--- src/rtl/ama_riscv_pipe_ctrl_pkg.sv ---
// Shared pipeline-control definitions: sequencer states, NOP encoding, event indices.
package ama_riscv_pipe_ctrl_pkg;

    typedef enum logic [1:0] {
        RUN    = 2'd0,
        DMISS  = 2'd1,
        REFILL = 2'd2,
        DRAIN  = 2'd3
    } pipe_ctrl_state_t;

    // addi x0,x0,0 -- the bubble loaded into a stage register
    localparam logic [31:0] NOP_INSTR = 32'h0000_0013;

    // Event counter slots
    localparam int EVT_LDU   = 0;
    localparam int EVT_REDIR = 1;
    localparam int EVT_DMISS = 2;
    localparam int EVT_DRAIN = 3;
    localparam int N_EVT     = 4;

    // Refill countdown width; covers REDIRECT_BUBBLES up to 3
    localparam int REFILL_W = 2;

endpackage

--- src/rtl/ama_riscv_pipe_ctrl_hazard_det.sv ---
// Load-use detector: exe load whose rd (non-x0) matches a source the dec instruction reads.
module ama_riscv_hazard_det (
    input  logic [4:0] dec_rs1_addr,
    input  logic [4:0] dec_rs2_addr,
    input  logic       dec_rs1_used,
    input  logic       dec_rs2_used,
    input  logic [4:0] exe_rd_addr,
    input  logic       exe_is_load,
    output logic       load_use
);

    // x0 is never a real dependency; unused sources never create one
    always_comb begin
        load_use = 1'b0;
        if (exe_is_load && (exe_rd_addr != 5'd0)) begin
            load_use = (dec_rs1_used && (dec_rs1_addr == exe_rd_addr)) ||
                       (dec_rs2_used && (dec_rs2_addr == exe_rd_addr));
        end
    end

endmodule

--- src/rtl/ama_riscv_pipe_ctrl.sv ---
// Pipeline sequencer: per-cycle stall/bubble/flush decisions plus saturating event counters.
module ama_riscv_pipe_ctrl
    import ama_riscv_pipe_ctrl_pkg::*;
#(
    parameter int unsigned REDIRECT_BUBBLES = 1,
    parameter int unsigned CNT_W            = 32
) (
    input  logic             clk,
    input  logic             rst,
    input  logic [4:0]       dec_rs1_addr,
    input  logic [4:0]       dec_rs2_addr,
    input  logic             dec_rs1_used,
    input  logic             dec_rs2_used,
    input  logic             dec_serialize,
    input  logic [4:0]       exe_rd_addr,
    input  logic             exe_is_load,
    input  logic             exe_redirect,
    input  logic             exe_valid,
    input  logic             mem_valid,
    input  logic             wbk_valid,
    input  logic             dmem_busy,
    output logic             stall_fet,
    output logic             stall_dec,
    output logic             stall_exe,
    output logic             stall_mem,
    output logic             bubble_dec,
    output logic             bubble_exe,
    output logic             flush_dec,
    output logic             flush_exe,
    output logic [1:0]       ctrl_state,
    output logic [CNT_W-1:0] cnt_ldu,
    output logic [CNT_W-1:0] cnt_redir,
    output logic [CNT_W-1:0] cnt_dmiss,
    output logic [CNT_W-1:0] cnt_drain
);

    pipe_ctrl_state_t    state_q, state_d;
    pipe_ctrl_state_t    resume_q, resume_d;
    pipe_ctrl_state_t    eff_state;
    logic [REFILL_W-1:0] refill_q, refill_d;
    logic [N_EVT-1:0]    evt;
    logic                load_use;
    logic                ser_stall;
    logic [CNT_W-1:0]    cnt_all [N_EVT];

    ama_riscv_hazard_det u_hazard_det (
        .dec_rs1_addr (dec_rs1_addr),
        .dec_rs2_addr (dec_rs2_addr),
        .dec_rs1_used (dec_rs1_used),
        .dec_rs2_used (dec_rs2_used),
        .exe_rd_addr  (exe_rd_addr),
        .exe_is_load  (exe_is_load),
        .load_use     (load_use)
    );

    // Once the miss clears, behave as the state that was interrupted
    assign eff_state  = (state_q == DMISS) ? resume_q : state_q;
    assign ser_stall  = dec_serialize && (exe_valid || mem_valid || wbk_valid);
    assign ctrl_state = state_q;

    // Priority decode: dmem stall, redirect, refill, serialize drain, load-use
    always_comb begin
        state_d    = state_q;
        resume_d   = resume_q;
        refill_d   = refill_q;
        evt        = '0;
        stall_fet  = 1'b0;
        stall_dec  = 1'b0;
        stall_exe  = 1'b0;
        stall_mem  = 1'b0;
        bubble_dec = 1'b0;
        bubble_exe = 1'b0;
        flush_dec  = 1'b0;
        flush_exe  = 1'b0;
        if (dmem_busy) begin
            stall_fet = 1'b1;
            stall_dec = 1'b1;
            stall_exe = 1'b1;
            stall_mem = 1'b1;
            state_d   = DMISS;
            if (state_q != DMISS) begin
                resume_d       = state_q;
                evt[EVT_DMISS] = 1'b1;
            end
        end else if (exe_redirect) begin
            flush_dec      = 1'b1;
            flush_exe      = 1'b1;
            refill_d       = REFILL_W'(REDIRECT_BUBBLES);
            state_d        = REFILL;
            evt[EVT_REDIR] = 1'b1;
        end else if (eff_state == REFILL) begin
            bubble_dec = 1'b1;
            stall_fet  = 1'b1;
            refill_d   = (refill_q == '0) ? '0 : refill_q - 1'b1;
            state_d    = (refill_q <= REFILL_W'(1)) ? RUN : REFILL;
        end else if (ser_stall) begin
            stall_fet  = 1'b1;
            stall_dec  = 1'b1;
            bubble_exe = 1'b1;
            state_d    = DRAIN;
            if (eff_state != DRAIN) begin
                evt[EVT_DRAIN] = 1'b1;
            end
        end else begin
            // Drain complete (or nothing pending): the dec instruction issues now
            state_d = RUN;
            if (load_use) begin
                stall_fet    = 1'b1;
                stall_dec    = 1'b1;
                bubble_exe   = 1'b1;
                evt[EVT_LDU] = 1'b1;
            end
        end
    end

    // Sequencer state, miss-resume record and refill countdown
    always_ff @(posedge clk or posedge rst) begin
        if (rst) begin
            state_q  <= RUN;
            resume_q <= RUN;
            refill_q <= '0;
        end else begin
            state_q  <= state_d;
            resume_q <= resume_d;
            refill_q <= refill_d;
        end
    end

    generate
        for (genvar gi = 0; gi < N_EVT; gi++) begin : g_cnt
            logic [CNT_W-1:0] cnt_d, cnt_q;

            // Count one per event entry, sticking at all-ones
            always_comb begin
                cnt_d = cnt_q;
                if (evt[gi] && (cnt_q != {CNT_W{1'b1}})) begin
                    cnt_d = cnt_q + 1'b1;
                end
            end

            // Counter register
            always_ff @(posedge clk or posedge rst) begin
                if (rst) begin
                    cnt_q <= '0;
                end else begin
                    cnt_q <= cnt_d;
                end
            end

            assign cnt_all[gi] = cnt_q;
        end
    endgenerate

    assign cnt_ldu   = cnt_all[EVT_LDU];
    assign cnt_redir = cnt_all[EVT_REDIR];
    assign cnt_dmiss = cnt_all[EVT_DMISS];
    assign cnt_drain = cnt_all[EVT_DRAIN];

endmodule
--- config.mk ---
export PLATFORM = sky130hd
export DESIGN_NAME = ama_riscv_pipe_ctrl
export DESIGN_NICKNAME = d
export VERILOG_FILES = /design/src/rtl/ama_riscv_pipe_ctrl_pkg.sv /design/src/rtl/ama_riscv_pipe_ctrl_hazard_det.sv /design/src/rtl/ama_riscv_pipe_ctrl.sv
export SDC_FILE = /design/constraint.sdc
export NUM_CORES = 1
export LEC_CHECK = 0
export ABC_AREA = 1
export ABC_CLOCK_PERIOD_IN_PS = 8600
export CORE_ASPECT_RATIO = 0.9
export CORE_MARGIN = 1
export CORE_UTILIZATION = 50
export CTS_CLUSTER_DIAMETER = 120
export DETAILED_ROUTE_END_ITERATION = 8
export PLACE_DENSITY = 0.84
export SLEW_MARGIN = 20
export SYNTH_ARGS = -nofsm -noshare
export SYNTH_HDL_FRONTEND = slang
export SYNTH_SLANG_ARGS = --single-unit
--- constraint.sdc ---
create_clock -name clk -period 8.6 [get_ports clk]
set_clock_uncertainty 0.1 [all_clocks]
set_input_delay 1.72 -clock clk [delete_from_list [all_inputs] [get_ports clk]]
set_output_delay 1.72 -clock clk [all_outputs]
set_load 0.1 [all_outputs]
# [Word-level counts from Yosys, hierarchy flattened]
# Index checks and enable logic that the tools add are counted.
[totals] output_inout_bits=138 memories=0 wordCells=76 inputBits=26 rom_bits=0 mem_bits_rw=0 reg_bits=134 latch_bits=0
[classes] shift=0 n_reduce_logical=16 n_mul=0 n_eq_ne=10 div=0 muxes=36 n_lt_le_gt_ge=1 n_bitwise=1 add_sub_neg=5
[op_table] cell="adder 32 x 1 -> 32 bit, second input constant" count=4
[op_table] cell="!= test 32 bit, second input constant" count=4
[op_table] cell="two-way mux 1 bit" count=26
[op_table] cell="two-way mux 2 bit" count=10
[op_table] cell="equality test 5 bit" count=2
[op_table] cell="logical AND 1 bit" count=8
[op_table] cell="nonzero test 5 bit" count=1
[op_table] cell="AND reduction 2 bit" count=2
[op_table] cell="logical OR 1 bit" count=3
[op_table] cell="equality test 2 x 1 -> 1 bit, second input constant" count=1
[op_table] cell="equality test 2 bit, second input constant" count=1
[op_table] cell="less-or-equal comparator 2 x 1 -> 1 bit, second input constant" count=1
[op_table] cell="zero test 2 bit" count=1
[op_table] cell="!= test 2 x 1 -> 1 bit, second input constant" count=1
[op_table] cell="!= test 2 bit, second input constant" count=1
[op_table] cell="nonzero test 2 bit" count=1
[op_table] cell="subtractor 2 x 1 -> 2 bit, second input constant" count=1
[op_table] cell="NOT 1 bit" count=1

# [Depth between registers and ports, before layout]
# Gate-level depths: netlist of run 1.
[logic_depth] word_depth=10 depth_mapped=13 mapped_depth_nobuf=12

# [By module]
# From an unflattened synthesis of run 1, not the netlist that was laid out.
[unflattened] cells_unflattened=1493 area_unflattened_um2=9162.5
[modules_own_cells] mod="ama_riscv_pipe_ctrl" cells_each=1439 area_per_inst_um2=8946.1 seq_area_each_um2=3353.2 n_inst=1
[modules_own_cells] mod="ama_riscv_hazard_det" cells_each=54 area_per_inst_um2=216.5 seq_area_each_um2=0.0 n_inst=1

# [Worst setup path after synthesis of run 1]
# OpenSTA, ideal clock, no wires.
[synth_timing] path_type="input-to-output" start="input exe_redirect" end="output stall_fet" path_buffers=0 path_stages=3 required_time_ns=6.780 slack_ns=2.564 arrival_time_ns=4.216 cell_sequence="inv_1 nor2_1 nor2_1"
[synth_between] elab_chain_len=2
[synth_lines] element="start, declared" line="ama_riscv_pipe_ctrl.sv:17" text="input logic exe_redirect,"
[synth_lines] element="two-way mux 1 bit" line="ama_riscv_pipe_ctrl.sv:85" text="end else if (exe_redirect) begin"
[synth_lines] element="two-way mux 1 bit" line="ama_riscv_pipe_ctrl.sv:75" text="if (dmem_busy) begin"
[synth_lines] element="end, declared" line="ama_riscv_pipe_ctrl.sv:22" text="output logic stall_fet,"
# No other way between the ends.

# [Worst setup path after layout of run 1]
[layout_timing] start="input exe_rd_addr[4]" end="output bubble_exe"
[layout_between] elab_chain_len=9 word_cells_on_any_way=13 classes_between="2 x eq/ne; 6 x mux; 5 x reduce/logical"
[layout_lines] element="start, declared" line="ama_riscv_pipe_ctrl.sv:15" text="input logic [4:0] exe_rd_addr,"
[layout_lines] element="equality test 5 bit, on equally long branches" line="ama_riscv_pipe_ctrl_hazard_det.sv:16, ama_riscv_pipe_ctrl_hazard_det.sv:17"
[layout_lines] element="logical AND 1 bit, on equally long branches" line="ama_riscv_pipe_ctrl_hazard_det.sv:16, ama_riscv_pipe_ctrl_hazard_det.sv:17"
[layout_lines] element="logical OR 1 bit" line="ama_riscv_pipe_ctrl_hazard_det.sv:16" text="load_use = (dec_rs1_used && (dec_rs1_addr == exe_rd_addr)) ||"
[layout_lines] element="two-way mux 1 bit *" line="ama_riscv_pipe_ctrl_hazard_det.sv:15" text="if (exe_is_load && (exe_rd_addr != 5'd0)) begin"
[layout_lines] element="two-way mux 1 bit *" line="ama_riscv_pipe_ctrl.sv:107" text="if (load_use) begin"
[layout_lines] element="two-way mux 1 bit *" line="ama_riscv_pipe_ctrl.sv:96" text="end else if (ser_stall) begin"
[layout_lines] element="two-way mux 1 bit *" line="ama_riscv_pipe_ctrl.sv:91" text="end else if (eff_state == REFILL) begin"
[layout_lines] element="two-way mux 1 bit *" line="ama_riscv_pipe_ctrl.sv:85"
[layout_lines] element="two-way mux 1 bit *" line="ama_riscv_pipe_ctrl.sv:75"
[layout_lines] element="end, declared" line="ama_riscv_pipe_ctrl.sv:27" text="output logic bubble_exe,"
# Mark *: on every way between the ends. The rest lies on a longest branch, timed or not.

==> results of run 1 <==
==> per-stage QoR <==
stage / cells / util [%]
final: 1559 / 65.7
after global routing: 1559 / 65.7
after CTS: 1558 / 65.5
after detailed placement: 1528 / 62.2
after global placement: 1528 / 62.2
after floorplan: 1180 / -
==> critical path, stage by stage <==
cell and delay [ns]:
clkdlybuf4s50_1 0.54, inv_1 0.07, nand2_1 0.06, nand2_1 0.06, nor2_1 0.12, nand3_1 0.10, a21oi_1 0.25, o21ai_0 0.14
nor2_1 0.10, clkdlybuf4s50_1 1.17
==> layout make-up <==
cell class              instances  share of cell area [%]
clock buffers                  21                    4.30
clock inverters                 9                   0.748
inverters                     125                    4.43
multi-input cells             896                    41.1
flip-flops and latches        134                    31.3
well taps                     207                    2.42
repair buffers                167                    15.7
==> registers in the layout (all words and copies together), names as in the netlist <==
register and cells:
cnt_drain 32, cnt_redir 32, cnt_dmiss 32, refill_q 2, ctrl_state 2, resume_q 2
cnt_ldu 32
==> logic make-up (layout without fill, tap and decap cells) <==
kind of cell    Yosys count  after routing  share of synthesized area [%]
flops                   134            134                           39.8
buf+inv                 150            322                           8.05
simple gates            740            740                           37.9
xor+xnor                 86             86                           8.94
fa+ha+maj                 4              4                          0.594
compound gates           66             66                           4.74
==> cell usage after synthesis, drive strengths merged <==
cell | number | share of area [%]
a21oi | 6 | 0.36
nand3b | 25 | 2.2
ha | 4 | 0.59
inv | 125 | 5.6
xnor2 | 31 | 3.2
and3 | 2 | 0.15
o21a | 1 | 0.089
nand4 | 19 | 1.4
nor4 | 8 | 0.77
nor3b | 4 | 0.36
a21boi | 4 | 0.40
or2 | 2 | 0.15
nor2 | 125 | 5.6
nand2 | 447 | 20
nor3 | 56 | 3.8
buf | 25 | 2.5
xor2 | 55 | 5.7
o21ai | 55 | 3.9
nand3 | 52 | 3.3
dfrtp | 134 | 40
==> worst max path at each step <==
stage | startpoint | endpoint | slack (ns) | depth (start not counted)
floorplan | exe_redirect | stall_fet | 2.56 | 3
global placement | dmem_busy | flush_dec | 2.50 | 3
detailed placement | exe_rd_addr[4] | bubble_exe | 2.50 | 10
CTS | exe_rd_addr[4] | bubble_exe | 2.49 | 10
global route | exe_rd_addr[4] | bubble_exe | 2.34 | 10
finish | exe_rd_addr[4] | bubble_exe | 2.45 | 10
==> power breakdown <==
group	leakage, uW	internal (uW)	switching [uW]	total [uW]
combinational	0.00270	230	781	1010
clock	0.000257	407	269	676
sequential	0.00177	709	106	815
total	0.00473	1350	1160	2500
==> cells in the final DEF, fill, tap and decap left out, types with 11 or more instances in the layout <==
cell type / instances
dfrtp_1: 134
nand2_1: 444
clkdlybuf4s50_1: 163
xnor2_1: 31
o21ai_0: 30
inv_1: 118
nor2_1: 123
xor2_1: 55
o21ai_2: 14
nand3b_1: 25
nor3_1: 50
clkbuf_16: 17
nand3_1: 49
o21ai_1: 11
nand4_1: 19
==> layer usage <==
metal,up-vias,wire length (um)
met5,-,0
met1,3849,10400
met2,284,10400
met3,36,1740
met4,0,462
li1,4022,-
==> metrics.md, run 1 <==
| Metric | Value |
|---|---|
| Status | finished with violations |
| Failing checks | design-rule violations |
| Layout cells sized above 1 | 5.33% |
| DRT Wirelength | 22,900 um |
| Global route overflow | 0 |
| Crit share post-route | 71.5% |
| Max cap viols | 0 |
| Met1 Usage GRT | 38.2% |
| CP Capture Type | output pin |
| Skew-Pair Late Insertion Delay | 0.42 ns |
| # Post-CTS Setup Buffers | 0 |
| Worst r2r src | ctrl_state[1]$_DFF_PP0_ |
| Fmax | 163 MHz |
| Met2 GRT Util | 43.0% |
| RSZ-0062 raised after global routing | no |
| Seq. cell area | 3350 um2 |
| Synthesis warning total | 0 |
| Hold path cells | 1 |
| Detailed Place HPWL | 17,000 um |
| Worst Path Arrival | 4.33 ns |
| Multi-input gate area | 4400 um2 |
| Grt peak-use layer | met2 |
| Hold Slack | 0.399 ns |
| Std-Cell Rows | 44 |
| Global-route wire length before repair | 38,300 um |
| Die width | 139 um |
| Post-CTS sizing | 0 |
| Syn nets | 1,210 |
| Fillers | 1,439 |
| Pre-CTS setup slack | 2.50 ns |
| I/O Buffers | 163 |
| Fin worst setup slack | 2.45 ns |
| ANT nets after route | 0 |
| Reg clk slew, reported paths | 0.06 ns |
| Number of hold buffers added after cts | 0 |
| Die footprint | 17,400 um2 |
| DRC | 9 |
| Met3 Resource Use GR | 6.17% |
| Worst-margin pin slew | 1.07 ns |
| 1st-iter DRT viols | 757 |
| RD Place Congestion | 0.962 |
| CTS Root Cell | clkbuf_16 |
| Required @ worst endpoint | 6.78 ns |
| Number of global-route vias before repair | 7,674 |
| Synth-to-Final Area Change | 27.1% |
| Sequential area share after synthesis | 39.8% |
| FF-to-FF End | cnt_ldu[12]$_DFFE_PP0P_ |
| Yosys cell types | 34 |
| Placed inst area | 10,100 um2 |
| Max-slew violation count | 0 |
| Overall power | 2500 uW |
| Pwr per Cell Area | 234 nW/um2 |
| Max clock buf depth | 2 |
| Post-Syn Area per Cell | 7.14 um2 |
| Num CTS Buffers | 17 |
| Nets | 1,371 |
| Final Instance Area | 10,700 um2 |
| Via count | 8,191 |
| Clk sinks | 134 |
| # IOs | 164 |
| H-Tree Depth | 4 |
| Drt first pass iters | 8 |
| Vias per cell | 5.25 |
| Worst slew margin | 28.6% |
| Hold path startpoint | cnt_redir[7]$_DFFE_PP0P_ |
| Leak | 0.00473 uW |
| CTS tree | done |
| Initial Utilization | 51.7% |
| Final min period | 6.15 ns |
| Setup TNS | 0 ns |
| Syn Inst Count | 1,180 |
| Final-report hold violation count | 0 |
| Diode count | 0 |
| Path type of the worst setup path | in2out |
| Core region area | 16,300 um2 |
| Reg2Reg Depth | 11 |
| Hold crit path type | reg2reg |
| WL/cell | 14.7 um |
| Antenna violations before repair | 0 |
| Startpoint types | input port |
| Synthesized flop and latch total | 134 |
| Max Fanout on Critical Path | 4 |
| DIE HEIGHT | 125 um |
| Gr usage total | 27.7% |
| Pin count of the biggest net entering global routing | 71 |
| Reg2reg setup slack | 6.23 ns |
| Setup violations, final | 0 |
| Hold endpoint | cnt_redir[7]$_DFFE_PP0P_ |
| Max VDD drop | 149 uV |
| Syn Std Cell Area | 8420 um2 |
(Power assumes the default switching activity.)
==> run 2, diff against run 1 <==
- ABC_CLOCK_PERIOD_IN_PS: 8600 -> 4950
- CORE_UTILIZATION: 50 -> 48
- clock period: 8.6 -> 4.95 ns (I/O delays scaled with it)
==> run 2 against run 1 <==
Net effect:
- the run now ends clean
- sequential cell count unchanged
- worst hold slack worse by 0.0042 ns
- setup slack worse by 1.3 ns
- highest routed layer unchanged
==> metrics.md, run 2 (synthesis results as in run 1) <==
| Metric | Value |
|---|---|
| Number of hold buffers added after cts | 0 (unchanged) |
| Reg2Reg Depth | 7 (-4) |
| Max layer used | met4 |
| WL/cell | 14.4 um (-2.0%) |
| Path type of the worst setup path | in2out |
| Final min period | 3.75 ns |
| Layout cells sized above 1 | 5.90% (+0.58 points) |
| Startpoint types | input port |
| CTS tree | done |
| Leak | 0.00477 uW (+0.66%) |
| Critical Path Max Stage Delay | 0.52 ns (-0.65 ns) |
| DRT Wirelength | 22,900 um (about the same) |
| Skew-Pair Late Insertion Delay | 0.42 ns (about the same) |
| Die width | 142 um (+2.0%) |
| Hold endpoint | resume_q[1]$_DFFE_PP0P_ |
| RSZ-0062 raised after global routing | no |
| FF-to-FF End | cnt_dmiss[6]$_DFFE_PP0P_ |
| Most frequent cells in the layout | 444 x nand2_1, 155 x clkdlybuf4s50_1, 134 x dfrtp_1, 123 x nor2_1, 118 x inv_1 |
| Final-report hold violation count | 0 (unchanged) |
| Drt first pass iters | 5 (-3) |
| Core region area | 17,000 um2 (+4.3%) |
| Worst-margin pin slew | 1.05 ns (-0.0140 ns) |
| Worst Path Arrival | 2.66 ns (-1.67 ns) |
| Hold path cells | 2 (+1) |
| Die footprint | 18,100 um2 (+4.1%) |
| Num CTS Buffers | 17 (unchanged) |
| Max cap viols | 0 (unchanged) |
| DIE HEIGHT | 128 um (+2.0%) |
| Diode count | 0 (unchanged) |
| Setup TNS | 0 ns (unchanged) |
| Fmax | 267 MHz |
| Pwr per Cell Area | 412 nW/um2 (+76%) |
| Setup violations, final | 0 (unchanged) |
| 1st-iter DRT viols | 650 (-14%) |
| Reg2reg setup slack | 2.51 ns (-3.72 ns) |
| Most common cell after layout, fill and taps aside | nand2_1 |
| Global route overflow | 0 (unchanged) |
| Met2 routed WL | 10,300 um (-0.84%) |
| Hold crit path type | reg2reg |
| Max-slew violation count | 0 (unchanged) |
| Cell Chain, Critical Path | clkdlybuf4s50_1 > inv_1 > nand2_1 > nand2_1 > nor2_1 > nand3_1 > a21oi_1 > o21ai_0 > nor2_1 > buf_4 |
| Max Fanout on Critical Path | 4 (unchanged) |
| Worst slew margin | 29.5% (+0.93 points) |
| # Post-CTS Setup Buffers | 0 (unchanged) |
| M1 wire length | 10,100 um (-2.4%) |
| Status | complete, no violations |
| Placed Cells | 1,559 (+2.0%) |
| Hold path startpoint | resume_q[1]$_DFFE_PP0P_ |
| RD Place Congestion | 0.963 (about the same) |
| DRC | 0 (-9) |
| Vias per cell | 5.16 (-1.9%) |
| H-Tree Depth | 4 (unchanged) |
| CTS Root Cell | clkbuf_16 |
| Finished Layout Cells | 1,590 (+2.0%) |
| Global-route wire length before repair | 37,500 um (-2.1%) |
| Met3 wire length | 2050 um (+18%) |
| Number of global-route vias before repair | 7,726 (+0.68%) |
| # IOs | 164 (unchanged) |
| Std-Cell Rows | 45 (+2.3%) |
| Post-CTS sizing | 0 (unchanged) |
| Reg clk slew, reported paths | 0.05 ns (about the same) |
| Clk sinks | 134 (unchanged) |
| Max clock buf depth | 2 (unchanged) |
| Crit share post-route | 75.8% |
| Required @ worst endpoint | 3.86 ns (-2.92 ns) |
| Detailed Place HPWL | 17,100 um (+0.92%) |
| Layout Utilization | 63.2% (-2.5 points) |
| Via count | 8,197 (+0.073%) |
| Worst r2r src | cnt_dmiss[0]$_DFFE_PP0P_ |
| Initial Utilization | 49.5% (-2.2 points) |
| Gr usage total | 26.2% (-1.5 points) |
| Antenna violations before repair | 0 (unchanged) |
| Nets | 1,373 (+0.15%) |
| Max VDD drop | 243 uV (+63%) |
| Slowest CP cell | clkdlybuf4s50_1 |
| Synth-to-Final Area Change | 27.6% |
| I/O Buffers | 163 (unchanged) |
| ANT nets after route | 0 (unchanged) |
| CP Capture Type | output pin |
| Pin count of the biggest net entering global routing | 105 (+48%) |
==> run 2: cell count changes in the layout (fill, tap and decap cells not counted), sizes merged <==
cell           before  now
clkdlybuf4s50     163  155
clkinvlp            4    2
clkbuf             21   22
bufinv              1    3
buf                 4   14
==> run 2: power breakdown <==
part	total [uW]	internal, uW	leakage (uW)	switching (uW)
Sequential	1420	1230	0.00177	188
Clock	1250	787	0.000274	460
Combinational	1760	400	0.00272	1360
Total	4430	2420	0.00477	2010
==> run 2: critical path: cells and delay by family <==
family	cells	cell delay, ns
AOI/OAI and AO/OA	2	0.32
buffers and inverters	3	0.89
and+or+nand+nor	5	0.45
==> run 2: how the worst max path moves through the flow <==
| stage | startpoint | end | slack, ns |
|---|---|---|---|
| 6_report | exe_rd_addr[4] | bubble_exe | 1.20 |
| 3_5_place_dp | exe_rd_addr[4] | bubble_exe | 1.24 |
| 3_3_place_gp | exe_rd_addr[4] | bubble_exe | 1.27 |
| 4_1_cts | exe_rd_addr[4] | bubble_exe | 1.23 |
| 5_1_grt | exe_rd_addr[2] | bubble_exe | 1.04 |
| 2_1_floorplan | rst | cnt_dmiss[0]$_DFFE_PP0P_ | 0.28 |
==> run 2: routing by layer <==
layer | vias to the layer above | global-route usage (%)
met5 | - | 0
met4 | 0 | 7.84
met3 | 37 | 6.72
met2 | 324 | 41.4
met1 | 3798 | 35.5
li1 | 4038 | -
==> run 2: cell type report <==
type,count,area [um2]
clock buffer,22,444
clock inverter,9,129
fill,1505,6250
inverter,125,474
multi-input combinational,896,4400
sequential,134,3350
tap,235,294
timing repair buffer,169,1660
==> run 2: per-stage QoR <==
| stage | worst slack [ns] | area (um2) | hold slack, ns | total power, uW |
|---|---|---|---|---|
| floorplan | 0.277 | 8420 | 0.353 | 2770 |
| global placement | 1.27 | 10200 | 0.368 | 3160 |
| detailed placement | 1.24 | 10200 | 0.383 | 3190 |
| CTS | 1.23 | 10800 | 0.395 | 4450 |
| global route | 1.04 | 10800 | 0.437 | 4600 |
| finish | 1.20 | 10800 | 0.395 | 4430 |
==> run 3, diff against run 2 <==
- ABC_CLOCK_PERIOD_IN_PS: 4950 -> 3950
- CORE_UTILIZATION: 48 -> 50
- clock period: 4.95 -> 3.95 ns (I/O delays scaled with it)
==> run 3 against run 2 <==
Net effect:
- non-clock buffer count fell by 1
- setup slack got worse by 0.63 ns
- wire length rose by 4.1%
- global-route usage rose by 2.2 points
- critical endpoint unchanged
- highest routed layer unchanged
- register-to-register slack got worse by 0.92 ns
- largest power group unchanged
- the run now ends with design-rule violations left
- critical path depth did not move
==> metrics.md, run 3 (synthesis results as in run 1) <==
| Metric | Value |
|---|---|
| Status | finished with violations |
| Failing checks | design-rule violations |
| Diode count | 0 (unchanged) |
| Path type of the worst setup path | in2out |
| Max Fanout on Critical Path | 4 (unchanged) |
| RD Place Congestion | 0.944 (-2.0%) |
| Pin count of the biggest net entering global routing | 56 (-47%) |
| Skew-Pair Late Insertion Delay | 0.42 ns (about the same) |
| Placed inst area | 10,200 um2 (+0.45%) |
| Number of hold buffers added after cts | 0 (unchanged) |
| Final min period | 3.38 ns |
| Grt peak-use layer | met2 |
| Antenna violations before repair | 0 (unchanged) |
| CP Capture Type | output pin |
| Num CTS Buffers | 17 (unchanged) |
| 1st-iter DRT viols | 804 (+24%) |
| Layout cells sized above 1 | 6.20% (+0.30 points) |
| Initial Utilization | 51.7% (+2.2 points) |
| H-Tree Depth | 4 (unchanged) |
| Required @ worst endpoint | 3.06 ns (-0.80 ns) |
| Gr usage total | 28.4% (+2.2 points) |
| Number of global-route vias before repair | 8,009 (+3.7%) |
| Met3 Resource Use GR | 7.62% (+0.90 points) |
| Max VDD drop | 305 uV (+26%) |
| DIE HEIGHT | 125 um (-2.0%) |
| Max clock buf depth | 2 (unchanged) |
| DRC | 8 (+8) |
| Layout Utilization | 66.8% (+3.6 points) |
| DRT Wirelength | 23,900 um (+4.1%) |
| Final Instance Area | 10,900 um2 (+1.3%) |
| Overall power | 5820 uW (+31%) |
| Die width | 139 um (-2.0%) |
| Drt first pass iters | 8 (+3) |
| Post-CTS sizing | 0 (unchanged) |
| Clk sinks | 134 (unchanged) |
| Most common cell after layout, fill and taps aside | nand2_1 |
| Global-route wire length before repair | 39,400 um (+5.2%) |
| CTS Root Cell | clkbuf_16 |
| Met1 Usage GRT | 37.3% (+1.9 points) |
| Vias per cell | 5.35 (+3.7%) |
| Hold crit path type | reg2reg |
| # Post-CTS Setup Buffers | 0 (unchanged) |
| Max cap viols | 0 (unchanged) |
| Die footprint | 17,400 um2 (-3.9%) |
| Most frequent cells in the layout | 444 x nand2_1, 155 x clkdlybuf4s50_1, 134 x dfrtp_1, 122 x nor2_1, 118 x inv_1 |
| Fmax | 296 MHz |
| Met2 GRT Util | 45.8% (+4.3 points) |
| Max-slew violation count | 0 (unchanged) |
| I/O Buffers | 163 (unchanged) |
| Worst slew margin | 30.2% (+0.69 points) |
| Detailed Place HPWL | 17,400 um (+1.9%) |
| WL/cell | 15.3 um (+6.0%) |
| RSZ-0062 raised after global routing | no |
| Crit share post-route | 85.5% |
| Worst Path Arrival | 2.49 ns (-0.17 ns) |
| CTS tree | done |
| Std-Cell Rows | 44 (-2.2%) |
| Synth-to-Final Area Change | 29.3% |
| ANT nets after route | 0 (unchanged) |
| Worst-margin pin slew | 1.04 ns (-0.0103 ns) |
| # IOs | 164 (unchanged) |
| Core region area | 16,300 um2 (-4.2%) |
| Setup violations, final | 0 (unchanged) |
| Reg clk slew, reported paths | 0.06 ns (about the same) |
| Startpoint types | input port |
| Setup TNS | 0 ns (unchanged) |
| Global route overflow | 0 (unchanged) |
| Leak | 0.00483 uW (+1.3%) |
| Via count | 8,349 (+1.9%) |
| Nets | 1,372 (-0.073%) |
| Final-report hold violation count | 0 (unchanged) |
| Pwr per Cell Area | 534 nW/um2 (+30%) |
[run 3: cell types whose count changed in the layout (fill, tap and decap cells not counted), sizes merged]
cell	delta
inv	-1
clkbuf	-3
bufinv	+3
clkinvlp	+1
buf	-1
[run 3: routing by layer]
metal  vias up  wire length (um)
li1       4031                 -
met1      3954             10400
met2       323             11000
met3        41              2010
met4         0               458
met5         -                 0
[run 3: stage by stage]
stage / setup slack (ns) / hold slack, ns / instances
2_1_floorplan: 0.283 / 0.353 / 1180
3_3_place_gp: 0.590 / 0.371 / 1530
5_1_grt: 0.467 / 0.403 / 1561
6_report: 0.571 / 0.386 / 1561
4_1_cts: 0.574 / 0.394 / 1561
3_5_place_dp: 0.587 / 0.385 / 1530
[run 3: path summary, 6_finish.rpt]
path,from,cells past startpoint,slack (ns),end
max reg2reg,cnt_redir[1]$_DFFE_PP0P_,11,1.59,cnt_redir[18]$_DFFE_PP0P_
min in group asynchronous,rst,2,0.75,cnt_dmiss[27]$_DFFE_PP0P_
max,exe_rd_addr[4],10,0.57,bubble_exe
max in group asynchronous,rst,3,2.28,cnt_dmiss[7]$_DFFE_PP0P_
min,resume_q[1]$_DFFE_PP0P_,2,0.39,resume_q[1]$_DFFE_PP0P_
min reg2reg,resume_q[1]$_DFFE_PP0P_,2,0.39,resume_q[1]$_DFFE_PP0P_
[run 3: area by class of cell]
class	count	area [um2]
sequential	134	3350
timing repair buffer	168	1740
tap	207	259
clock buffer	19	443
inverter	125	473
multi-input combinational	896	4400
fill	1353	5400
clock inverter	12	226
[run 3: power breakdown]
part / switching [uW] / leakage, uW / internal [uW]
Combinational: 1710 / 0.00274 / 511
Sequential: 230 / 0.00177 / 1540
Clock: 621 / 0.000319 / 1200
[run 3: critical path, stage by stage]
cell             delay [ns]
clkdlybuf4s50_1        0.52
inv_1                  0.07
nand2_1                0.05
nand2_1                0.05
nor2_1                 0.11
nand3_1                0.09
a21oi_1                0.24
o21ai_0                0.14
nor2_1                 0.21
buf_12                 0.21
==> RTL edit 1, RTL diff (flow settings as in run 3) <==
The parameter `CNT_W` goes from 32 to 24.
--- a/src/rtl/ama_riscv_pipe_ctrl.sv
+++ b/src/rtl/ama_riscv_pipe_ctrl.sv
@@ -4,5 +4,5 @@
 #(
     parameter int unsigned REDIRECT_BUBBLES = 1,
-    parameter int unsigned CNT_W            = 32
+    parameter int unsigned CNT_W            = 24
 ) (
     input  logic             clk,
Ports: changed (resized cnt_dmiss, cnt_drain, cnt_ldu and cnt_redir); port bits go from 164 to 132. No check against the original RTL was run, so the function may have changed too.
==> RTL edit 1 against run 3 <==
Synthesized area fell by 21%. Count of clock-buffer cells in the layout down 7. Routed wire length shrank 29%. Design area shrank 23%. Non-clock buffer count is 31 lower. Fmax decreased by 2.0%. Worst setup slack lost 0.070 ns. Sequential cell count decreased by 32. Clock power decreased by 47%. Power fell by 26%.
==> RTL edit 1: results <==
set metrics [dict create \
    crit_fanout 3 \
    dpl_cell_area_um2 8080 \
    p_leak_nw 3.85 \
    fin_hold_ws_ns 0.397 \
    synth-seq-area-share 0.386 \
    period_share 0.873 \
    pre_cts_slack_ns 0.530 \
    syn_area_per_cell_um2 6.72 \
    switching_share 0.488 \
    p_clk_w 0.000967 \
    via_count 6574 \
    timing.slew.headroom 0.320 \
    synth_area_leaders "dfrtp_1, nand2_1, nor2_1, inv_1, xor2_1" \
    synth-compound-area-share 0.0532 \
    dp.cells 1267 \
    reg2reg_slack_ns 1.31 \
    rr_startpoint "cnt_redir[0]" \
    power_density_nw_per_um2 515 \
    synth_xor_area_frac 0.0742 \
    grtUsageTotal 0.256 \
    status "completed" \
    dp_hpwl_um 12400 \
    nFillCells 1173 \
    cp_top_family "simple AND/OR/NAND/NOR gates" \
    max-vdd-ir-drop_mv 0.649 \
    cts_buffers 9 \
]
## RTL edit 1: cell count changes after synthesis, sizes merged, moves of 15 or more
cell / delta
dfrtp: -32
nand2: -31
inv: -24
nor3: -21
nor2: -17
xor2: -17
nand3b: -15
## RTL edit 1: layer usage
| layer | vias up | GRT usage | wire, um |
|---|---|---|---|
| met5 | - | 0 | 0 |
| met4 | 0 | 0.0530 | 172 |
| met3 | 18 | 0.0643 | 981 |
| met2 | 210 | 0.416 | 8070 |
| met1 | 3010 | 0.344 | 7740 |
| li1 | 3336 | - | - |
## RTL edit 1: final cells by class
| class | count | share of cell area |
|---|---|---|
| Multi-Input combinational cell | 763 | 0.423 |
| Sequential cell | 102 | 0.304 |
| Timing Repair Buffer | 137 | 0.165 |
| Inverter | 101 | 0.0458 |
| Clock buffer | 12 | 0.0294 |
| Tap cell | 164 | 0.0244 |
| Clock inverter | 4 | 0.00835 |
==> RTL edit 2, RTL diff (settings of run 3) <==
Made on the original files. Reset style: synchronous (`rst`), changed in 2 clocked blocks.
--- a/src/rtl/ama_riscv_pipe_ctrl.sv
+++ b/src/rtl/ama_riscv_pipe_ctrl.sv
@@ -115,5 +115,5 @@
 
     // Sequencer state, miss-resume record and refill countdown
-    always_ff @(posedge clk or posedge rst) begin
+    always_ff @(posedge clk) begin
         if (rst) begin
             state_q  <= RUN;
@@ -140,5 +140,5 @@
 
             // Counter register
-            always_ff @(posedge clk or posedge rst) begin
+            always_ff @(posedge clk) begin
                 if (rst) begin
                     cnt_q <= '0;
Check against the original RTL: differs if rst is asserted again (counterexample within 4 cycles, from zero or initial values and one cycle with rst high); with rst held inactive, the same outputs for 4 cycles.
==> RTL edit 2 against run 3 <==
Worst setup slack lost 0.12 ns. Design area decreased by 4.5%. Sequential share of layout area decreased by 5.0 points. Count of clock-buffer cells in the layout increased by 2. Synthesized area shrank 4.4%. Core utilization hardly changed. Die area down 4.3%. Routed wire length decreased by 5.9%. First-iteration DRC count down 12%. Sequential cell count stayed put.
Power is not compared: it rests on default switching activity, and its combinational part moved more than twofold at a synthesized area within 25%.
==> RTL edit 2: results <==
set metrics [dict create \
    status "completed" \
    layout.nets 1512 \
    synth_xor_area_frac 0.0566 \
    first_pass_iters 6 \
    synth_area_leaders "dfxtp_1, nand2_1, nor2_1, inv_1, a21oi_1" \
    clockNetworkAreaShare 0.0540 \
    synth-seq-area-share 0.333 \
    first_global_vias 7918 \
    gp_congestion 0.978 \
    sh_seq_area 0.258 \
    met2_usage 0.458 \
    grt_max_degree 70 \
    signal_buffer_area_fraction 0.167 \
    buffers 170 \
    nNonClkInverters 142 \
    grt_use_met1 0.344 \
    wl_met1_um 9960 \
    yosys.area_share.adder 0.00622 \
    final_layout_size_suffix_gt1_frac 0.0475 \
    gr-usage-met3 0.0504 \
    synth.distinct_cells 36 \
    ys_async_sr_fraction 0 \
    clk_pin_slew_worst_paths_ns 0.06 \
    switching_share 0.258 \
    crit_arrival_ns 2.61 \
    synth-compound-area-share 0.0911 \
    synthesis.nets 1362 \
    num-clock-buffers 21 \
    worst_slew_pin_slew_ns 1.05 \
    route.met2.wl_um 10700 \
    grt_busiest_layer "met2" \
    vias_per_cell 5.25 \
    grt_pass1_wl_um 36400 \
    routed_wl_um 22500 \
    grtUsageTotal 0.271 \
    dp_hpwl_um 16200 \
    crit_fanout 3 \
    wl_met3_um 1410 \
    drtIter0Drc 706 \
    multi_input_area_share 0.446 \
    comb.multi_input.count 1017 \
    fin_hold_ws_ns 0.377 \
]
-- RTL edit 2: changes by cell type after synthesis, moves of 9 or more --
cell      delta
inv_1       +20
xnor2_1     -13
clkbuf_1    +13
nand3_1     +28
a21oi_1     +92
buf_6        -9
xor2_1      -21
nor2_1     +101
o21ai_1     -11
dfxtp_1    +134
o21ai_2     -14
dfrtp_1    -134
nand3b_1    -21
-- RTL edit 2: worst paths after layout --
path	cells after the start	slack, ns	from	to
worst max-delay path	11	0.45	exe_rd_addr[3]	bubble_exe
worst min-delay path	2	0.38	refill_q[1]	refill_q[1]
worst max register to register	10	1.40	cnt_dmiss[0]	cnt_dmiss[23]
worst min register to register	2	0.38	refill_q[1]	refill_q[1]
-- RTL edit 2: critical path, cell delays in order --
cell	delay [ns]
clkdlybuf4s50_1	0.51
inv_1	0.09
nand2_1	0.11
nand2_1	0.06
nor2_1	0.11
nand3_1	0.10
nand2_1	0.08
a21boi_0	0.09
or2_2	0.29
nor2_1	0.18
buf_12	0.20
-- RTL edit 2: power groups by stage --
stage               sequential, W  combinational (W)  clock [W]
floorplan                 0.00144           0.000144          0
global placement          0.00140           0.000262          0
detailed placement        0.00140           0.000266          0
CTS                       0.00137           0.000267    0.00153
global route              0.00137           0.000286    0.00158
finish                    0.00137           0.000267    0.00151
-- RTL edit 2: through the flow --
stage | std cells | cell area, um2 | power, W | setup WS (ns)
2_1_floorplan | 1332 | 8050 | 0.00158 | 0.137
3_3_place_gp | 1665 | 9840 | 0.00166 | 0.504
3_5_place_dp | 1665 | 9840 | 0.00166 | 0.447
4_1_cts | 1697 | 10400 | 0.00316 | 0.449
5_1_grt | 1697 | 10400 | 0.00324 | 0.310
6_report | 1697 | 10400 | 0.00315 | 0.446
